[src/rtl/spi_slave_tx_fifo.sv]
// First-word fall-through transmit FIFO between the AXI plug and the SPI shifter.
// Define SPI_SLAVE_TX_FIFO_LEVEL_EN to drive the level/almost_full occupancy outputs.
module spi_slave_tx_fifo #(
  parameter int DATA_WIDTH = 32,
  parameter int DEPTH      = 8
) (
  input  logic                    axi_aclk,
  input  logic                    axi_areset,
  input  logic                    flush_i,
  input  logic [DATA_WIDTH-1:0]   in_data,
  input  logic                    in_valid,
  output logic                    in_ready,
  output logic [DATA_WIDTH-1:0]   out_data,
  output logic                    out_valid,
  input  logic                    out_ready,
  output logic [$clog2(DEPTH):0]  level,
  output logic                    almost_full
);

  localparam int AW = $clog2(DEPTH);
  localparam int CW = AW + 1;
  localparam logic [CW-1:0] FULL = CW'(DEPTH);

  logic [DATA_WIDTH-1:0] mem_q [DEPTH];
  logic [AW-1:0]         wr_ptr_q, wr_ptr_d;
  logic [AW-1:0]         rd_ptr_q, rd_ptr_d;
  logic [CW-1:0]         count_q, count_d;
  logic                  push, pop;

  // Ready never looks at out_ready, so a full FIFO cannot write through.
  assign in_ready  = (count_q != FULL) & ~flush_i;
  assign out_valid = (count_q != '0);
  assign out_data  = mem_q[rd_ptr_q];
  assign push      = in_valid & in_ready;
  assign pop       = out_valid & out_ready;

  always_comb begin
    wr_ptr_d = wr_ptr_q;
    rd_ptr_d = rd_ptr_q;
    count_d  = count_q;
    if (flush_i) begin
      wr_ptr_d = '0;
      rd_ptr_d = '0;
      count_d  = '0;
    end else begin
      if (push) wr_ptr_d = wr_ptr_q + AW'(1);
      if (pop)  rd_ptr_d = rd_ptr_q + AW'(1);
      case ({push, pop})
        2'b10:   count_d = count_q + CW'(1);
        2'b01:   count_d = count_q - CW'(1);
        default: count_d = count_q;
      endcase
    end
  end

  always_ff @(posedge axi_aclk or posedge axi_areset) begin
    if (axi_areset) begin
      wr_ptr_q <= '0;
      rd_ptr_q <= '0;
      count_q  <= '0;
    end else begin
      wr_ptr_q <= wr_ptr_d;
      rd_ptr_q <= rd_ptr_d;
      count_q  <= count_d;
    end
  end

  // Storage carries no reset; pointers and count alone define what is valid.
  always_ff @(posedge axi_aclk) begin
    if (push) mem_q[wr_ptr_q] <= in_data;
  end

`ifdef SPI_SLAVE_TX_FIFO_LEVEL_EN
  localparam logic [CW-1:0] AFULL = CW'(DEPTH - 1);
  assign level       = count_q;
  assign almost_full = (count_q >= AFULL);
`else
  assign level       = '0;
  assign almost_full = 1'b0;
`endif

endmodule

[config.mk]
export PLATFORM = sky130hd
export DESIGN_NAME = spi_slave_tx_fifo
export DESIGN_NICKNAME = d
export VERILOG_FILES = /design/src/rtl/spi_slave_tx_fifo.sv
export SDC_FILE = /design/constraint.sdc
export NUM_CORES = 1
export LEC_CHECK = 0
export BUFFER_PORTS_ARGS = -buffer_cell sky130_fd_sc_hd__buf_2
export CAP_MARGIN = 5
export CORE_ASPECT_RATIO = 1.4
export CORE_MARGIN = 10
export CORE_UTILIZATION = 50
export CTS_CLUSTER_SIZE = 10
export DETAILED_ROUTE_END_ITERATION = 6
export PLACE_DENSITY = 0.72
export SYNTH_ARGS = -nofsm -noshare
export SYNTH_HDL_FRONTEND = slang
export SYNTH_SLANG_ARGS = --single-unit
[constraint.sdc]
create_clock -name axi_aclk -period 10.9 [get_ports axi_aclk]
set_clock_uncertainty 0.1 [all_clocks]
set_input_delay 1.09 -clock axi_aclk [delete_from_list [all_inputs] [get_ports axi_aclk]]
set_output_delay 1.09 -clock axi_aclk [all_outputs]
set_load 0.05 [all_outputs]
# Word level (Yosys, flattened, before mapping)
# Memories as Yosys holds them, arrays and structs flattened.
# Index checks and enable logic that the tools add are counted.
word_totals:
  inputBits: 37
  mem_count: 1
  ram_bits: 256
  reg_bits: 10
mem_list:
  columns: ["memory", "words", "width", "rd", "rd_clocked_by_memory_dff", "wr", "line_no", "rtl"]
  rows:
  - ["mem_q", 8, 32, 1, 0, 1, "24", "logic [DATA_WIDTH-1:0] mem_q [DEPTH];"]
op_classes:
  addsub: 4
  muxes: 8
  n_bitwise: 4
  n_eq_ne: 3
  n_reduce_logical: 4
op_table:
  columns: ["cell", "n"]
  rows:
  - ["2-to-1 mux 3 bit", 4]
  - ["case mux 4 bit (2 select lines)", 1]
  - ["adder 3 x 1 -> 3 bit (second input constant)", 2]
  - ["adder 4 x 1 -> 4 bit (second input constant)", 1]
  - ["2-to-1 mux 4 bit", 1]
  - ["!= test 4 bit (second input constant)", 1]
  - ["nonzero test 2 bit", 2]
  - ["nonzero test 4 bit", 1]
  - ["subtractor 4 x 1 -> 4 bit (second input constant)", 1]
  - ["AND 1 bit", 3]
  - ["nonzero test 3 bit", 1]
  - ["== test 2 x 1 -> 1 bit (second input constant)", 1]
  - ["== test 2 bit (second input constant)", 1]
  - ["2-to-1 mux 1 bit", 2]
  - ["NOT 1 bit", 1]

# Longest topological paths before layout
# Gate-level depths: netlist of the first run.
logic_depth:
  depth_word: 6
  ltp_mapped: 9
  mapped_depth_nobuf: 8

# Worst setup path before layout of the first run
# Ideal clock, no wire load.
synth_timing:
  path_type: "input port to flip-flop"
  from: "input flush_i"
  to: "memory mem_q[0][0] (enable)"
  arrival_time_ns: 4.557
  t_required_ns: 10.299
  path_slack_ns: 5.742
  cell_stages: 3
  n_path_buf: 0
  setup_time_ns: 0.501
  path_cell_list: "and2b_2 -> nand2_1 -> nor4_1"
synth_via:
  elab_chain_cells: 5
synth_rtl:
  columns: ["element", "line_no", "rtl"]
  rows:
  - ["from (decl)", "9", "input logic flush_i,"]
  - ["NOT 1 bit", "31", "assign in_ready = (count_q != FULL) & ~flush_i;"]
  - ["AND 1 bit", "31", null]
  - ["AND 1 bit", "34", "assign push = in_valid & in_ready;"]
  - ["2-to-1 mux 1 bit", "70", "if (push) mem_q[wr_ptr_q] <= in_data;"]
  - ["2-to-1 mux 1 bit (implied by the code)", "70", null]
  - ["to (decl)", "24", null]
# No other way between the ends.

# Final worst setup path of the first run
layout_timing:
  from: "register rd_ptr_q[0]"
  to: "output out_data[21]"
layout_via:
  elab_chain_cells: 1
layout_rtl:
  columns: ["element", "line_no", "rtl"]
  rows:
  - ["from (decl)", "26", "logic [AW-1:0] rd_ptr_q, rd_ptr_d;"]
  - ["from (signal assigned)", "63", "rd_ptr_q <= rd_ptr_d;"]
  - ["memory (8 x 32 bit)", null, null]
  - ["to (decl)", "13", "output logic [DATA_WIDTH-1:0] out_data,"]
# No other way between the ends.

==> results.yml, run 1 <==
run_status:
  outcome: "completed"
job:
  cap_violations: 0
power:
  ir_worst_vdd_uv: 138
  p_clk_share_pct: 32.0
  power_density_nw_per_um2: 231
  report.power.total_mw: 2.74
  switching_share_pct: 28.6
  p_sw_mw: 0.783
  combPwrFrac_pct: 23.4
  power_frac_seq_pct: 44.6
  leakage_nw: 3.84
  p_int_mw: 1.96
route:
  drt-initial-drc-count: 385
  viasPerCell: 5.69
  firstDrtPassIters: 5
  route.detailed.wl_per_inst_um: 23.9
  vias: 4639
  ant_nets: 0
  wl_mm: 19.5
  drc: 0
floorplanning:
  die_x_um: 141
  fp.dieH_um: 190
  start_util_pct: 50.6
  core_um2: 20400
  ioPinCount: 76
  std_cell_rows: 62
  die_area_um2: 26900
worst_setup_path:
  crit_chain: "buf_4, mux4_2, mux2_2, buf_2"
  critical-path-top-delay-family: "buffers and inverters"
  crit_path_max_incr_delay_ns: 0.81
  worstPathRequired_ns: 9.71
  end_kind: "primary output"
  crit_type: "flop to primary output"
  startpoint_type: "flop"
  slowest_stage: "dfrtp_4"
  worst-path-max-fanout: 36
  arrival_ns: 3.17
  critPathBufInv: 2
yosys:
  synth_compound_area_share_pct: 1.20
  avgSynthCellArea_um2: 22.6
  synth-seq-cells: 266
  synthSimpleGateAreaFrac_pct: 2.16
  synth.area.top_cells: "edfxtp_1 74%, mux4_2 14%, mux2_2 3.5%"
  synth_fa_ha_area_share_pct: 0.485
  synth_top_cell_by_area: "edfxtp_1"
  synth.area.mux_share_pct: 17.6
  async_flop_share_pct: 3.76
  dominantRegCellSynth: "edfxtp_1"
  synth_xor_area_share_pct: 0.339
  synth_top_area_share_pct: 74.4
  synth-edff-count: 256
  ys_seq_area_share_pct: 76.9
  yosysUniqueCellTypes: 39
  synth_warnings: 0
  synth_top_family_by_area: "multiplexers"
  synthesis.area_um2: 10300
  synth_cells: 456
place:
  port-buffer-count: 70
  dp_hpwl_mm: 11.3
  place.gp.congestion: 0.712
  post-place-cells: 772
  placed_cell_area_um2: 11000
cts:
  cts-resized-gates: 0
  cts_tree: "done"
  cts.sinks: 266
  cts.htree.levels: 1
  path_clk_slew_ns: 0.06
  cts_buffers: 30
  cts_setup_buffers: 0
  cts_buffer_depth: 3
  cts_hold_buf: 0
  clk_latency_ns: 0.53
  root_buffer: "clkbuf_16"
final_layout:
  fin_area_um2: 11900
  nets: 589
  register_area_um2: 7940
  multi_input_area_um2: 2310
  syn2layout_area_growth_pct: 15.0
  drive_above_1_share_pct: 40.4
  final_common_cell: "edfxtp_1"
  final_cells: 815
  antenna_cells: 0
  layout_common_cells: "256 x edfxtp_1, 70 x buf_2, 64 x mux4_2"
  fillers: 1485
grt:
  grt_antenna_before_repair: 1
  grt_pass1_vias: 5171
  grt_overflow: 0
  grt_pass1_wl_mm: 30.3
  grt_max_degree: 67
  grtUsageTotal_pct: 14.6
sta:
  fin_crit_ns: 4.36
  slew_viol_final: 0
  max_freq_ghz: 0.229
  rsz0062_at_grt: "no"
  setup_tns_ns: 0
  setup_viol: 0
  finalHoldViolCount: 0
  post-route-period-util_pct: 40.0
  slew_headroom_pct: 33.9
  tightest_slew_ns: 0.991
worst_hold_path:
  holdCritPathClass: "input pin to asynchronous set/reset pin"
cell families (layout without fill, tap and decap cells):
family / after synthesis / count (layout)
other: 1 / 5
adders and majority gates: 4 / 4
buffers and inverters: 28 / 127
muxes: 97 / 97
DFF: 266 / 266
AOI/OAI and AO/OA: 15 / 15
and+or+nand+nor: 41 / 41
xor gates and xnor gates: 4 / 4
final cells by class:
cell class | count | area share, %
Clock inverter | 1 | 0.253
Timing Repair Buffer | 82 | 3.71
Multi-Input combinational cell | 166 | 19.5
Tap cell | 256 | 2.70
Inverter | 2 | 0.0632
Clock buffer | 42 | 6.88
Sequential cell | 266 | 66.9
registers in the layout, indices dropped and copies added, names as in the netlist:
register,count
mem_q,256
count_q,4
rd_ptr_q,3
wr_ptr_q,3
per-stage QoR:
step | utilization (%) | setup WS (ns) | hold slack [ns]
6_report | 58.2 | 6.54 | 0.415
4_1_cts | 58.2 | 6.40 | 0.426
2_1_floorplan | - | 5.74 | 0.470
5_1_grt | 58.2 | 6.25 | 0.442
3_3_place_gp | 54.0 | 7.01 | 0.533
3_5_place_dp | 54.0 | 6.96 | 0.557
cells in the mapped netlist, types with 2 or more instances:
| master | n |
|---|---|
| edfxtp_1 | 256 |
| mux4_2 | 64 |
| mux2_2 | 32 |
| clkbuf_1 | 11 |
| dfrtp_1 | 10 |
| nand2_1 | 9 |
| nor2_1 | 9 |
| buf_2 | 7 |
| nor3_1 | 6 |
| buf_4 | 5 |
| ha_1 | 4 |
| nand3b_1 | 4 |
| a21oi_1 | 3 |
| nand2b_1 | 3 |
| nand3_1 | 3 |
| o21ai_0 | 3 |
| xor2_1 | 3 |
| buf_1 | 2 |
| inv_1 | 2 |
worst paths after layout:
path                             startpoint      endpoint  slack, ns  cells after the start
worst max-delay path            rd_ptr_q[0]  out_data[21]       6.54                      4
worst min-delay path             axi_areset   wr_ptr_q[2]       0.42                      2
worst max register to register   count_q[0]  mem_q[7][28]       8.28                      5
worst min register to register  wr_ptr_q[1]   wr_ptr_q[1]       0.57                      2
max in group asynchronous        axi_areset   rd_ptr_q[0]       9.98                      2
min in group axi_aclk           wr_ptr_q[1]   wr_ptr_q[1]       0.57                      2
layer usage:
layer | track usage (%) | routed length (um) | vias up
li1 | - | - | 2072
met1 | 17.8 | 7400 | 2421
met2 | 25.8 | 10700 | 118
met3 | 2.94 | 1100 | 26
met4 | 3.82 | 304 | 2
met5 | 0 | 7 | -
power by group through the flow:
stage	Clock, mW	Combinational, mW	Sequential, mW
2_1_floorplan	0	0.551	1.20
3_5_place_dp	0	0.653	1.25
4_1_cts	0.894	0.656	1.23
6_report	0.878	0.641	1.22
5_1_grt	0.936	0.688	1.23
3_3_place_gp	0	0.641	1.24
No activity file was read; power rests on OpenSTA's default activity.
==> run 2: changes to the inputs <==
clock period = 4.1 ns   (was 10.9 ns; I/O delays follow)
==> results.yml, run 2 (synthesis gave the netlist of run 1 again) <==
worst_setup_path:
  worstPathRequired_ns: 3.59
  r2r_end: "mem_q[1][16]"
  crit_start: "rd_ptr_q[0]"
  r2r_start: "count_q[1]"
  worst-path-max-fanout: 24
  startpoint_type: "flop"
  crit_type: "flop to primary output"
  r2r_slack_ns: 1.39
  arrival_ns: 2.74
  r2r_cells: 5
  end_kind: "primary output"
final_layout:
  antenna_cells: 0
  largest_register_ffs: 256
  register_area_um2: 7940
  drive_above_1_share_pct: 40.6
  reg.largest.list: "mem_q: 256 flops, count_q: 4 flops"
  nets: 593
  fillers: 1459
  multi_input_area_um2: 2320
  layout_common_cells: "256 x edfxtp_1, 70 x buf_2, 64 x mux4_2"
  final_common_cell: "edfxtp_1"
  syn2layout_area_growth_pct: 15.7
  fin_area_um2: 11900
  final_cells: 820
  largest_register: "mem_q"
route:
  firstDrtPassIters: 6
  highest_layer: "met5"
  wl_met1_mm: 7.75
  drt-initial-drc-count: 384
  viasPerCell: 5.81
  route.met3.wl_mm: 1.25
  drc: 0
  met2_length_mm: 10.6
  route.detailed.wl_per_inst_um: 24.2
  vias: 4768
  wl_mm: 19.8
  ant_nets: 0
power:
  power_density_nw_per_um2: 612
  leakage_nw: 3.87
  report.power.total_mw: 7.32
  combPwrFrac_pct: 23.7
  p_clk_share_pct: 31.7
  switching_share_pct: 28.8
  ir_worst_vdd_uv: 479
  power_frac_seq_pct: 44.6
  p_int_mw: 5.21
  p_sw_mw: 2.11
worst_hold_path:
  hold_path_end: "mem_q[4][3]"
  min_delay_path_depth: 1
  hold_start: "in_data[3]"
  holdCritPathClass: "input pin to flop"
floorplanning:
  die_area_um2: 26900
  core_um2: 20400
  start_util_pct: 50.6
  ioPinCount: 76
  std_cell_rows: 62
  die_x_um: 141
  fp.dieH_um: 190
job:
  cap_violations: 0
sta:
  post-route-period-util_pct: 79.2
  setup_tns_ns: 0
  tightest_slew_ns: 1.03
  slew_viol_final: 0
  fin_crit_ns: 3.25
  max_freq_ghz: 0.308
  finalHoldViolCount: 0
  rsz0062_at_grt: "no"
  slew_headroom_pct: 31.4
  setup_viol: 0
cts:
  clk_latency_ns: 0.53
  cts_buffers: 30
  cts_setup_buffers: 0
  root_buffer: "clkbuf_16"
  cts.sinks: 266
  cts_tree: "done"
  path_clk_slew_ns: 0.06
  cts.htree.levels: 1
  cts_buffer_depth: 3
grt:
  grtUsageTotal_pct: 14.8
  grt_overflow: 0
  grt_pass1_vias: 5263
  grt_max_degree: 35
  grt_antenna_before_repair: 1
  grt_pass1_wl_mm: 31.0
place:
  port-buffer-count: 70
  dp_hpwl_mm: 11.8
  post-place-cells: 775
  place.gp.congestion: 0.778
  placed_cell_area_um2: 11100
run_status:
  outcome: "completed"
[run 2: per-stage QoR]
| step | hold slack (ns) | setup slack [ns] | util (%) |
|---|---|---|---|
| 3_3_place_gp | 0.300 | 1.40 | 54.4 |
| 3_5_place_dp | 0.312 | 1.29 | 54.4 |
| 4_1_cts | 0.0290 | 0.772 | 58.6 |
| 2_1_floorplan | 0.150 | 0.453 | - |
| 6_report | 0.0420 | 0.854 | 58.6 |
| 5_1_grt | 0.0355 | 0.683 | 58.6 |
[run 2: worst max-delay path by stage]
| stage | end | slack (ns) |
|---|---|---|
| floorplan | mem_q[4][0] | 0.45 |
| global placement | out_data[7] | 1.40 |
| detailed placement | mem_q[1][27] | 1.29 |
| CTS | out_data[22] | 0.77 |
| global route | out_data[22] | 0.68 |
| finish | out_data[22] | 0.85 |
[run 2: area by class of cell]
type / count / share of cell area (%)
clock buffer: 44 / 7.08
inverter: 2 / 0.0628
tap: 256 / 2.68
multi-input combinational: 166 / 19.4
timing repair buffer: 86 / 4.27
sequential: 266 / 66.5
[run 2: power by group through the flow]
| stage | sequential (mW) | combinational, mW | clock, mW |
|---|---|---|---|
| 2_1_floorplan | 3.20 | 1.47 | 0 |
| 3_3_place_gp | 3.31 | 1.73 | 0 |
| 3_5_place_dp | 3.32 | 1.75 | 0 |
| 4_1_cts | 3.27 | 1.76 | 2.37 |
| 5_1_grt | 3.29 | 1.85 | 2.50 |
| 6_report | 3.26 | 1.73 | 2.32 |
[run 2: critical path, cell delays in order, from the launching register on]
cell and delay, ns:
dfrtp_4 0.75, buf_4 0.36, mux4_2 0.55, mux2_2 0.30, buf_2 0.22
[run 2: what timing repair did]
| item | in CTS | in global routing |
|---|---|---|
| gates resized for setup | 0 | 0 |
| hold endpoints to repair | 10 | 0 |
| setup endpoints to repair | 0 | 0 |
| hold buffers | 1 | 0 |
[run 2: per-layer routing]
metal  up-vias  track usage, %
met5         -               0
li1       2087               -
met3        18            3.42
met1      2522            18.8
met2       139            25.4
met4         2            3.11
==> run 3: changes to the inputs <==
clock period = 3 ns   (was 4.1 ns; I/O delays follow)
==> results.yml, run 3 (synthesis gave the netlist of run 1 again) <==
grt:
  grt_pass1_vias: 5503
  grtUsageTotal_pct: 15.0
  busiest_layer: "met2"
  grt_use_met3_pct: 3.07
  grt_use_met1_pct: 18.0
  met2_usage_pct: 26.4
  grt_pass1_wl_mm: 31.6
  grt_antenna_before_repair: 0
  grt_max_degree: 43
  grt_overflow: 0
route:
  firstDrtPassIters: 5
  viasPerCell: 5.79
  route.detailed.wl_per_inst_um: 23.4
  drt-initial-drc-count: 320
  wl_mm: 19.9
  vias: 4931
  ant_nets: 0
  drc: 0
final_layout:
  drive_above_1_share_pct: 38.3
  antenna_cells: 0
  fillers: 1420
  layout_common_cells: "256 x edfxtp_1, 70 x buf_2, 64 x mux4_2"
  fin_area_um2: 12300
  largest_register: "mem_q"
  syn2layout_area_growth_pct: 18.8
  reg.largest.list: "mem_q: 256 flops, count_q: 4 flops"
  nets: 626
  final_common_cell: "edfxtp_1"
  largest_register_ffs: 256
power:
  leakage_nw: 3.99
  p_sw_mw: 2.94
  p_clk_share_pct: 31.0
  ir_worst_vdd_uv: 551
  switching_share_pct: 29.4
  combPwrFrac_pct: 25.4
  power_frac_seq_pct: 43.6
  power_density_nw_per_um2: 815
  p_int_mw: 7.06
worst_setup_path:
  r2r_cells: 5
  arrival_ns: 2.41
  crit_path_max_incr_delay_ns: 0.57
  critPathBufInv: 2
  startpoint_type: "flop"
  worst-path-max-fanout: 42
  worstPathRequired_ns: 2.60
  r2r_end: "mem_q[1][26]"
  crit_chain: "buf_12, mux4_2, mux2_2, buf_2"
  r2r_slack_ns: 0.27
  crit_type: "flop to primary output"
  slowest_stage: "mux4_2"
  end_kind: "primary output"
  r2r_start: "count_q[1]"
  critical-path-top-delay-family: "multiplexers"
cts:
  cts_tree: "done"
  cts_setup_buffers: 0
  root_buffer: "clkbuf_16"
  cts_buffer_depth: 3
  cts.htree.levels: 1
  clk_latency_ns: 0.53
  cts.sinks: 266
  cts_buffers: 30
  path_clk_slew_ns: 0.06
sta:
  slew_headroom_pct: 23.9
  max_freq_ghz: 0.356
  post-route-period-util_pct: 93.7
  finalHoldViolCount: 0
  setup_tns_ns: 0
  fin_crit_ns: 2.81
  tightest_slew_ns: 1.14
  setup_viol: 0
  slew_viol_final: 0
  rsz0062_at_grt: "no"
floorplanning:
  std_cell_rows: 62
  core_um2: 20400
  fp.dieH_um: 190
  start_util_pct: 50.6
  die_x_um: 141
  ioPinCount: 76
  die_area_um2: 26900
place:
  dp_hpwl_mm: 11.8
  port-buffer-count: 70
  place.gp.congestion: 0.764
  placed_cell_area_um2: 11100
worst_hold_path:
  hold_path_end: "rd_ptr_q[1]"
  min_delay_path_depth: 4
  hold_start: "out_ready"
  holdCritPathClass: "input pin to flop"
job:
  cap_violations: 0
run_status:
  outcome: "completed"
run 3: cell types whose count changed in the layout (fill, tap and decap cells not counted), sizes merged:
cell         delta
dlygate4sd3    +33
clkbuf          -3
clkinv          +2
run 3: final cells by class:
type                    instances  area, um^2  share of cell area [%]
flip-flops and latches        266        7940                    64.8
multi-input cells             166        2330                    19.0
repair buffers                119         857                    6.99
clock buffers                  41         792                    6.46
well taps                     256         320                    2.61
clock inverters                 2        20.0                   0.163
inverters                       2        7.51                  0.0612
run 3: stage by stage:
stage               std cells  total power [mW]  hold WS (ns)  utilization, %  setup WS (ns)
floorplan                 460              6.38        0.0402               -         -0.621
detailed placement        775              6.97         0.208            54.5          0.201
global placement          775              6.91         0.200            54.5          0.314
finish                    852              10.0         0.117            60.1          0.189
global route              852              10.4         0.109            60.1         0.0681
CTS                       852              10.1        0.0879            60.1         0.0761
run 3: worst max path at each step:
stage,startpoint,endpoint,slack (ns),depth (start not counted)
after global routing,flush_i,mem_q[2][19],0.07,6
after global placement,flush_i,mem_q[2][29],0.31,5
after detailed placement,flush_i,mem_q[1][0],0.20,6
after CTS,rd_ptr_q[0],out_data[2],0.08,4
after floorplan,count_q[3],mem_q[4][0],-0.62,3
final,rd_ptr_q[0],out_data[15],0.19,4
run 3: power by group through the flow:
stage	clock network [mW]	registers (mW)	logic, mW
2_1_floorplan	0	4.37	2.00
3_3_place_gp	0	4.41	2.50
3_5_place_dp	0	4.43	2.54
4_1_cts	3.16	4.36	2.58
5_1_grt	3.30	4.37	2.73
6_report	3.10	4.36	2.54
run 3: timing repair:
action,in CTS,in global routing
endpoints found under the hold margin,271,0
resized for setup,0,2
hold buffers,34,0
setup endpoints to repair,0,2
run 3: tightest hold or removal path, stage by stage:
cell and delay, ns:
buf_2 0.14, o41ai_2 0.13, nand2_1 0.09, a21oi_1 0.06
run 3: per-layer routing:
metal	up-vias	part of all wire, %
met5	-	0
met1	2588	39
li1	2155	-
met2	158	53
met4	0	1.9
met3	30	5.5
